`src/rtl/event_injector_pkg.sv`:
```
// Shared CPU constants for the event injector.
// Opcode, register indices, FSM states, ADDI word builder.
package event_injector_pkg;

  localparam logic [4:0]  ADDI      = 5'd5;
  localparam logic [4:0]  FRAME_REG = 5'd28;
  localparam logic [4:0]  JUMP_REG  = 5'd29;
  localparam logic [4:0]  ZERO_REG  = 5'd0;
  localparam logic [16:0] INJ_IMM   = 17'd1;
  localparam logic [7:0]  DROP_MAX  = 8'd255;

  typedef enum logic {
    IDLE = 1'b0,
    GAP  = 1'b1
  } inj_state_e;

  // addi rd,$0,1 : {op[31:27], rd[26:22], rs[21:17], imm[16:0]}
  function automatic logic [31:0] addi_word(
    input logic [4:0] rd
  );
    return {ADDI, rd, ZERO_REG, INJ_IMM};
  endfunction

endpackage

```
`src/rtl/event_injector_if.sv`:
```
// Fetch-side bus between CPU fetch stage and the injector.
// master: fetch/stim side; slave: injector side.
interface event_injector_if;

  logic        frame_rdy;
  logic        jump_btn;
  logic [31:0] imem_instr;
  logic        stall_in;
  logic        flush_in;
  logic [31:0] instr_out;
  logic        pc_hold;
  logic        inject_valid;
  logic [7:0]  drop_count;

  modport master (
    output frame_rdy,
    output jump_btn,
    output imem_instr,
    output stall_in,
    output flush_in,
    input  instr_out,
    input  pc_hold,
    input  inject_valid,
    input  drop_count
  );

  modport slave (
    input  frame_rdy,
    input  jump_btn,
    input  imem_instr,
    input  stall_in,
    input  flush_in,
    output instr_out,
    output pc_hold,
    output inject_valid,
    output drop_count
  );

endinterface

```
`src/rtl/event_injector_btn_sync_edge.sv`:
```
// Button synchroniser (2 flops) plus rising-edge detector.
// Ports: clock, reset, btn_i (async level), rise_o (1-cycle pulse).
module btn_sync_edge (
  input  logic clock,
  input  logic reset,
  input  logic btn_i,
  output logic rise_o
);

  logic       s1_q;
  logic       s2_q;
  logic       edge_q;
  logic [1:0] fill_q;
  logic       armed_q;

  // fill_q[1] marks s2_q as holding a real sample rather than
  // the reset zero; arming needs a genuine low so a button held
  // through reset cannot fire.
  always_ff @(posedge clock) begin
    if (reset) begin
      s1_q    <= 1'b0;
      s2_q    <= 1'b0;
      edge_q  <= 1'b0;
      fill_q  <= 2'b00;
      armed_q <= 1'b0;
    end else begin
      s1_q    <= btn_i;
      s2_q    <= s1_q;
      edge_q  <= s2_q;
      fill_q  <= {fill_q[0], 1'b1};
      if (fill_q[1] && !s2_q) begin
        armed_q <= 1'b1;
      end
    end
  end

  assign rise_o = s2_q & ~edge_q & armed_q;

endmodule

```
`src/rtl/event_injector.sv`:
```
// Injects addi $29/$28 words into fetch on jump/frame events.
// Ports: clock, reset, bus (slave: fetch inputs, injected outputs).
module event_injector
  import event_injector_pkg::*;
(
  input  logic             clock,
  input  logic             reset,
  event_injector_if.slave  bus
);

  inj_state_e  state_q;
  inj_state_e  state_d;
  logic        jmp_pend_q;
  logic        jmp_pend_d;
  logic        frm_pend_q;
  logic        frm_pend_d;
  logic [7:0]  drop_q;
  logic [7:0]  drop_d;

  logic        jmp_ev;
  logic        frm_ev;
  logic        slot;
  logic        inj_jmp;
  logic        inj_frm;
  logic        jmp_drop;
  logic        frm_drop;
  logic [1:0]  n_drop;
  logic [8:0]  drop_sum;

  btn_sync_edge u_btn (
    .clock  (clock),
    .reset  (reset),
    .btn_i  (bus.jump_btn),
    .rise_o (jmp_ev)
  );

  // frame_rdy is already in this clock domain
  assign frm_ev = bus.frame_rdy;

  always_comb begin
    slot = !reset
        && (state_q == IDLE)
        && !bus.stall_in
        && !bus.flush_in;
    inj_jmp = slot && jmp_pend_q;
    inj_frm = slot && !jmp_pend_q && frm_pend_q;

    // new event wins over a same-cycle clear
    jmp_pend_d = (jmp_pend_q & ~inj_jmp) | jmp_ev;
    frm_pend_d = (frm_pend_q & ~inj_frm) | frm_ev;

    jmp_drop = jmp_ev & jmp_pend_q & ~inj_jmp;
    frm_drop = frm_ev & frm_pend_q & ~inj_frm;
    n_drop   = {1'b0, jmp_drop} + {1'b0, frm_drop};
    drop_sum = {1'b0, drop_q} + {7'd0, n_drop};
    if (drop_sum > {1'b0, DROP_MAX}) begin
      drop_d = DROP_MAX;
    end else begin
      drop_d = drop_sum[7:0];
    end

    // GAP always returns to IDLE; injection only leaves IDLE
    if (inj_jmp || inj_frm) begin
      state_d = GAP;
    end else begin
      state_d = IDLE;
    end
  end

  always_ff @(posedge clock) begin
    if (reset) begin
      state_q    <= IDLE;
      jmp_pend_q <= 1'b0;
      frm_pend_q <= 1'b0;
      drop_q     <= 8'd0;
    end else begin
      state_q    <= state_d;
      jmp_pend_q <= jmp_pend_d;
      frm_pend_q <= frm_pend_d;
      drop_q     <= drop_d;
    end
  end

  always_comb begin
    bus.instr_out    = bus.imem_instr;
    bus.pc_hold      = 1'b0;
    bus.inject_valid = 1'b0;
    unique case (1'b1)
      inj_jmp: begin
        bus.instr_out    = addi_word(JUMP_REG);
        bus.pc_hold      = 1'b1;
        bus.inject_valid = 1'b1;
      end
      inj_frm: begin
        bus.instr_out    = addi_word(FRAME_REG);
        bus.pc_hold      = 1'b1;
        bus.inject_valid = 1'b1;
      end
      default: begin
      end
    endcase
  end

  assign bus.drop_count = drop_q;

endmodule

```
`src/flat_wrapper.sv`:
```
// flat-port wrapper written by rule: the top's interface ports become plain ports
module event_injector_flat import event_injector_pkg::*;
  (clock, reset, bus_frame_rdy, bus_jump_btn, bus_imem_instr, bus_stall_in, bus_flush_in, bus_instr_out, bus_pc_hold, bus_inject_valid, bus_drop_count);
  event_injector_if bus_i ();
  input  logic clock;
  input  logic reset;
  input wire logic [$bits(bus_i.frame_rdy)-1:0] bus_frame_rdy;
  input wire logic [$bits(bus_i.jump_btn)-1:0] bus_jump_btn;
  input wire logic [$bits(bus_i.imem_instr)-1:0] bus_imem_instr;
  input wire logic [$bits(bus_i.stall_in)-1:0] bus_stall_in;
  input wire logic [$bits(bus_i.flush_in)-1:0] bus_flush_in;
  output wire logic [$bits(bus_i.instr_out)-1:0] bus_instr_out;
  output wire logic [$bits(bus_i.pc_hold)-1:0] bus_pc_hold;
  output wire logic [$bits(bus_i.inject_valid)-1:0] bus_inject_valid;
  output wire logic [$bits(bus_i.drop_count)-1:0] bus_drop_count;
  assign bus_i.frame_rdy = bus_frame_rdy;
  assign bus_i.jump_btn = bus_jump_btn;
  assign bus_i.imem_instr = bus_imem_instr;
  assign bus_i.stall_in = bus_stall_in;
  assign bus_i.flush_in = bus_flush_in;
  assign bus_instr_out = bus_i.instr_out;
  assign bus_pc_hold = bus_i.pc_hold;
  assign bus_inject_valid = bus_i.inject_valid;
  assign bus_drop_count = bus_i.drop_count;
  event_injector u_core (.clock(clock), .reset(reset), .bus(bus_i));
endmodule
```
`config.mk`:
```
export PLATFORM = sky130hd
export DESIGN_NAME = event_injector_flat
export DESIGN_NICKNAME = d
export VERILOG_FILES = /design/src/rtl/event_injector_pkg.sv /design/src/rtl/event_injector_if.sv /design/src/rtl/event_injector_btn_sync_edge.sv /design/src/rtl/event_injector.sv /design/src/flat_wrapper.sv
export SDC_FILE = /design/constraint.sdc
export NUM_CORES = 1
export LEC_CHECK = 0
export CAP_MARGIN = 10
export CORE_UTILIZATION = 54
export DETAILED_ROUTE_END_ITERATION = 12
export DONT_BUFFER_PORTS = 1
export GPL_TIMING_DRIVEN = 0
export PLACE_DENSITY = 0.7
export SLEW_MARGIN = 10
export SYNTH_ARGS = -nofsm -noshare
export SYNTH_HDL_FRONTEND = slang
export SYNTH_HIERARCHICAL = 1
export SYNTH_SLANG_ARGS = --single-unit
```
`constraint.sdc`:
```
create_clock -name clock -period 3.33 [get_ports clock]
set_clock_uncertainty 0.15 [all_clocks]
set_input_delay 0.4995 -clock clock [delete_from_list [all_inputs] [get_ports clock]]
set_output_delay 0.4995 -clock clock [all_outputs]
set_load 0.02 [all_outputs]
```
==> impl_results.md <==
* Status: finished clean
* Final Total Pwr at 0.3908 mW
* Pin count of the biggest net entering global routing at 12
* Inserted Clock Buffers at 3
* WL final at ~2000 µm
* Die Y at ~43 µm
* Post-synthesis sequential area ratio at 37.01%
* Leakage dissipation at 0.3833 nW
* Hold Path Class: in -> reg
* Cts hold-fix bufs at 0
* VDD IR max at 347.2 µV
* Post-DR vias/cell at 5.937
* Final Non-Filler Cells at around 130
* Worst slew margin at between 60% and 70%
* CTS tree: built
* Routability Congestion at approximately 0.77
* Final Setup Violations at 0
* Ys flop type: dfxtp_1
* Most common cell in the synthesized netlist: nor2b_1
* Placement Setup Slack at 0.3766 ns
* Initial Utilization at 59.66%
* Residual DRC at 0
* Skew-Pair Late Insertion Delay at roughly 0.28 ns
* Largest area contributor in the netlist: dfxtp_1
* GR Overflow Total at 0
* Router iterations before antenna repair at 4
* IO Count at 80
* Cell variety after synth at 33
* Slew @ Worst Pin at 0.4596 ns
* Final ANT Viol Nets at 0
* Die width at 43.27 µm
* DP Cell Count at 122
* Post-synthesis cell count at 106
* Critical-path cell list: or4_4, o21ai_0, nor2_1, fa_1, ha_1, and4_1, nor4b_1, nor3b_1
* Crit path launch type: flop
* Reg clk slew, reported paths at 0.10 ns
* Critical Path End Type: flop
* Commonest cells in the netlist: nor2b_1, dfxtp_1, a21oi_1
* Pwr dens at 404.0 mW/mm²
* Seq cells post-synth at 17
* Synth area leaders: dfxtp_1, nor2b_1, or2_2
* Setup Buffers After CTS at 0
* H-tree Lvls at 1
* Diodes inserted at 0
* Post-route cell area at 967.2 µm²
* Area grow syn2layout at 5.170%
* Setup ws final at 0.6236 ns
* Clk sink count at 17
* Max-slew violation count at 0
* CP required at 3.34 ns
* Initial antenna violation count at 0
* Port Buffer Count at 0
* Fraction of layout cells with a size suffix above 1 at 17.27%
* Nets at 151
* Wirelength per Cell at 15.98 µm
* Number of fill cells at 134
* Setup_tns at 0 ns
* Cell Area, Placed at 939.7 µm²
* Area of the multi-input gates at 523.0 µm²
* Maxcap violations at 0
* Fmax at 0.3695 GHz
* Vias in the first global route at 690
* Dpl hpwl at 1589 µm
* Ys async rst share at 0%
* Post-layout util at 62.74%
* Synth Cell Area at 919.6 µm²
* Critical path class: reg -> reg
* Hold Slack at 0.1195 ns
* First-pass GRT wire length at slightly below 3000 µm
* Initial DRC count at 8
* Crit path DAT at 2.72 ns
* Clk buf depth at 2
* Total track usage at between 20% and 30%
* Cts repair resizes at 0
* Avg Cell Area, Syn at 8.676 µm²
* Via count at 748
* Std-Cell Rows at 14
* Max FO, Critical Path at 5
* Syn nets at around 150
* CTS root buf: clkbuf_4
* CP top delay family: simple AND/OR/NAND/NOR gates
* Unrepaired setup endpoints after global routing: false
* Final hold vios at 0
* Reg area at between 300 and 400 µm²
* CP max stage delay at 0.52 ns
* Yosys top cell area share at 37.01%
* Tmin final at between 2 and 3 ns
* Syn. warnings at 6
* Crit-path slowest cell: or4_4
* Crit path buf inv count at 0
* EDFF count, synth at 0
* Core area at about 0.0015 mm²
* Fin crit share at 81.27%
* Die Footprint at between 0.0015 and 0.002 mm²
registers in the layout (all words and copies together) (netlist names):
signal and cells:
u_core/bus.drop_count 8, u_core/frm_pend_q 1, u_core/jmp_pend_q 1, u_core/state_q 1
u_core/u_btn/armed_q 1, u_core/u_btn/edge_q 1, u_core/u_btn/fill_q 2, u_core/u_btn/s1_q 1
u_core/u_btn/s2_q 1
cell type report:
cell class	count	share of cell area, %
Clock buffer	3	2.329
Sequential cell	17	35.19
Clock inverter	1	0.5175
Buffer	6	3.881
Inverter	5	1.940
Multi-Input combinational cell	78	54.08
Tap cell	16	2.070
metal layers:
| metal | wire [µm] | global-route usage (%) | part of all wire [%] |
|---|---|---|---|
| met1 | 781 | 24.00 | 39 |
| met2 | 1063 | 38.21 | 53 |
| met3 | 158 | 3.830 | 7.8 |
| met4 | 9 | 7.273 | 0.45 |
| met5 | 0 | 0 | 0 |
cell families (layout without fill, tap and decap cells):
family,count (synthesis),in the layout,share of synthesized area (%)
AND/OR/NAND/NOR,58,58,40.95
flip-flops,17,17,37.01
AO/OA/AOI/OAI,16,16,10.48
buffers and inverters,11,15,6.123
adder cells (fa/ha/maj),2,2,3.537
XOR/XNOR,2,2,1.905
worst reg2reg max path: stages (launching register included):
cell and delay, ns:
dfxtp_1 0.33, or4_4 0.52, o21ai_0 0.23, nor2_1 0.08
fa_1 0.41, ha_1 0.25, and4_1 0.25, nor4b_1 0.29
nor3b_1 0.07
where the power goes:
part,switching (mW),internal (mW),leakage (nW)
combinational,0.0518,0.0205,0.227
sequential,0.00516,0.209,0.139
clock,0.0596,0.0445,0.0177
total,0.116,0.274,0.383
cells in the final DEF, fill, tap and decap left out, types with 3 or more instances in the layout:
| cell | netlist | layout |
|---|---|---|
| nor2b_1 | 29 | 29 |
| dfxtp_1 | 17 | 17 |
| a21oi_1 | 7 | 7 |
| or2_2 | 6 | 6 |
| inv_1 | 5 | 5 |
| nor2_1 | 4 | 4 |
| buf_4 | 4 | 4 |
| clkbuf_4 | 0 | 3 |
| nand3_1 | 3 | 3 |
| a31oi_1 | 3 | 3 |
final timing paths:
path / depth (start not counted) / slack [ns] / start / end
worst min register to register: 1 / 0.30 / u_core/u_btn/s1_q / u_core/u_btn/s2_q
worst max register to register: 8 / 0.62 / u_core/state_q / u_core/bus.drop_count[7]
worst max-delay path: 8 / 0.62 / u_core/state_q / u_core/bus.drop_count[7]
worst min-delay path: 1 / 0.12 / reset / u_core/u_btn/armed_q
Power figures use the tool's default switching activity.
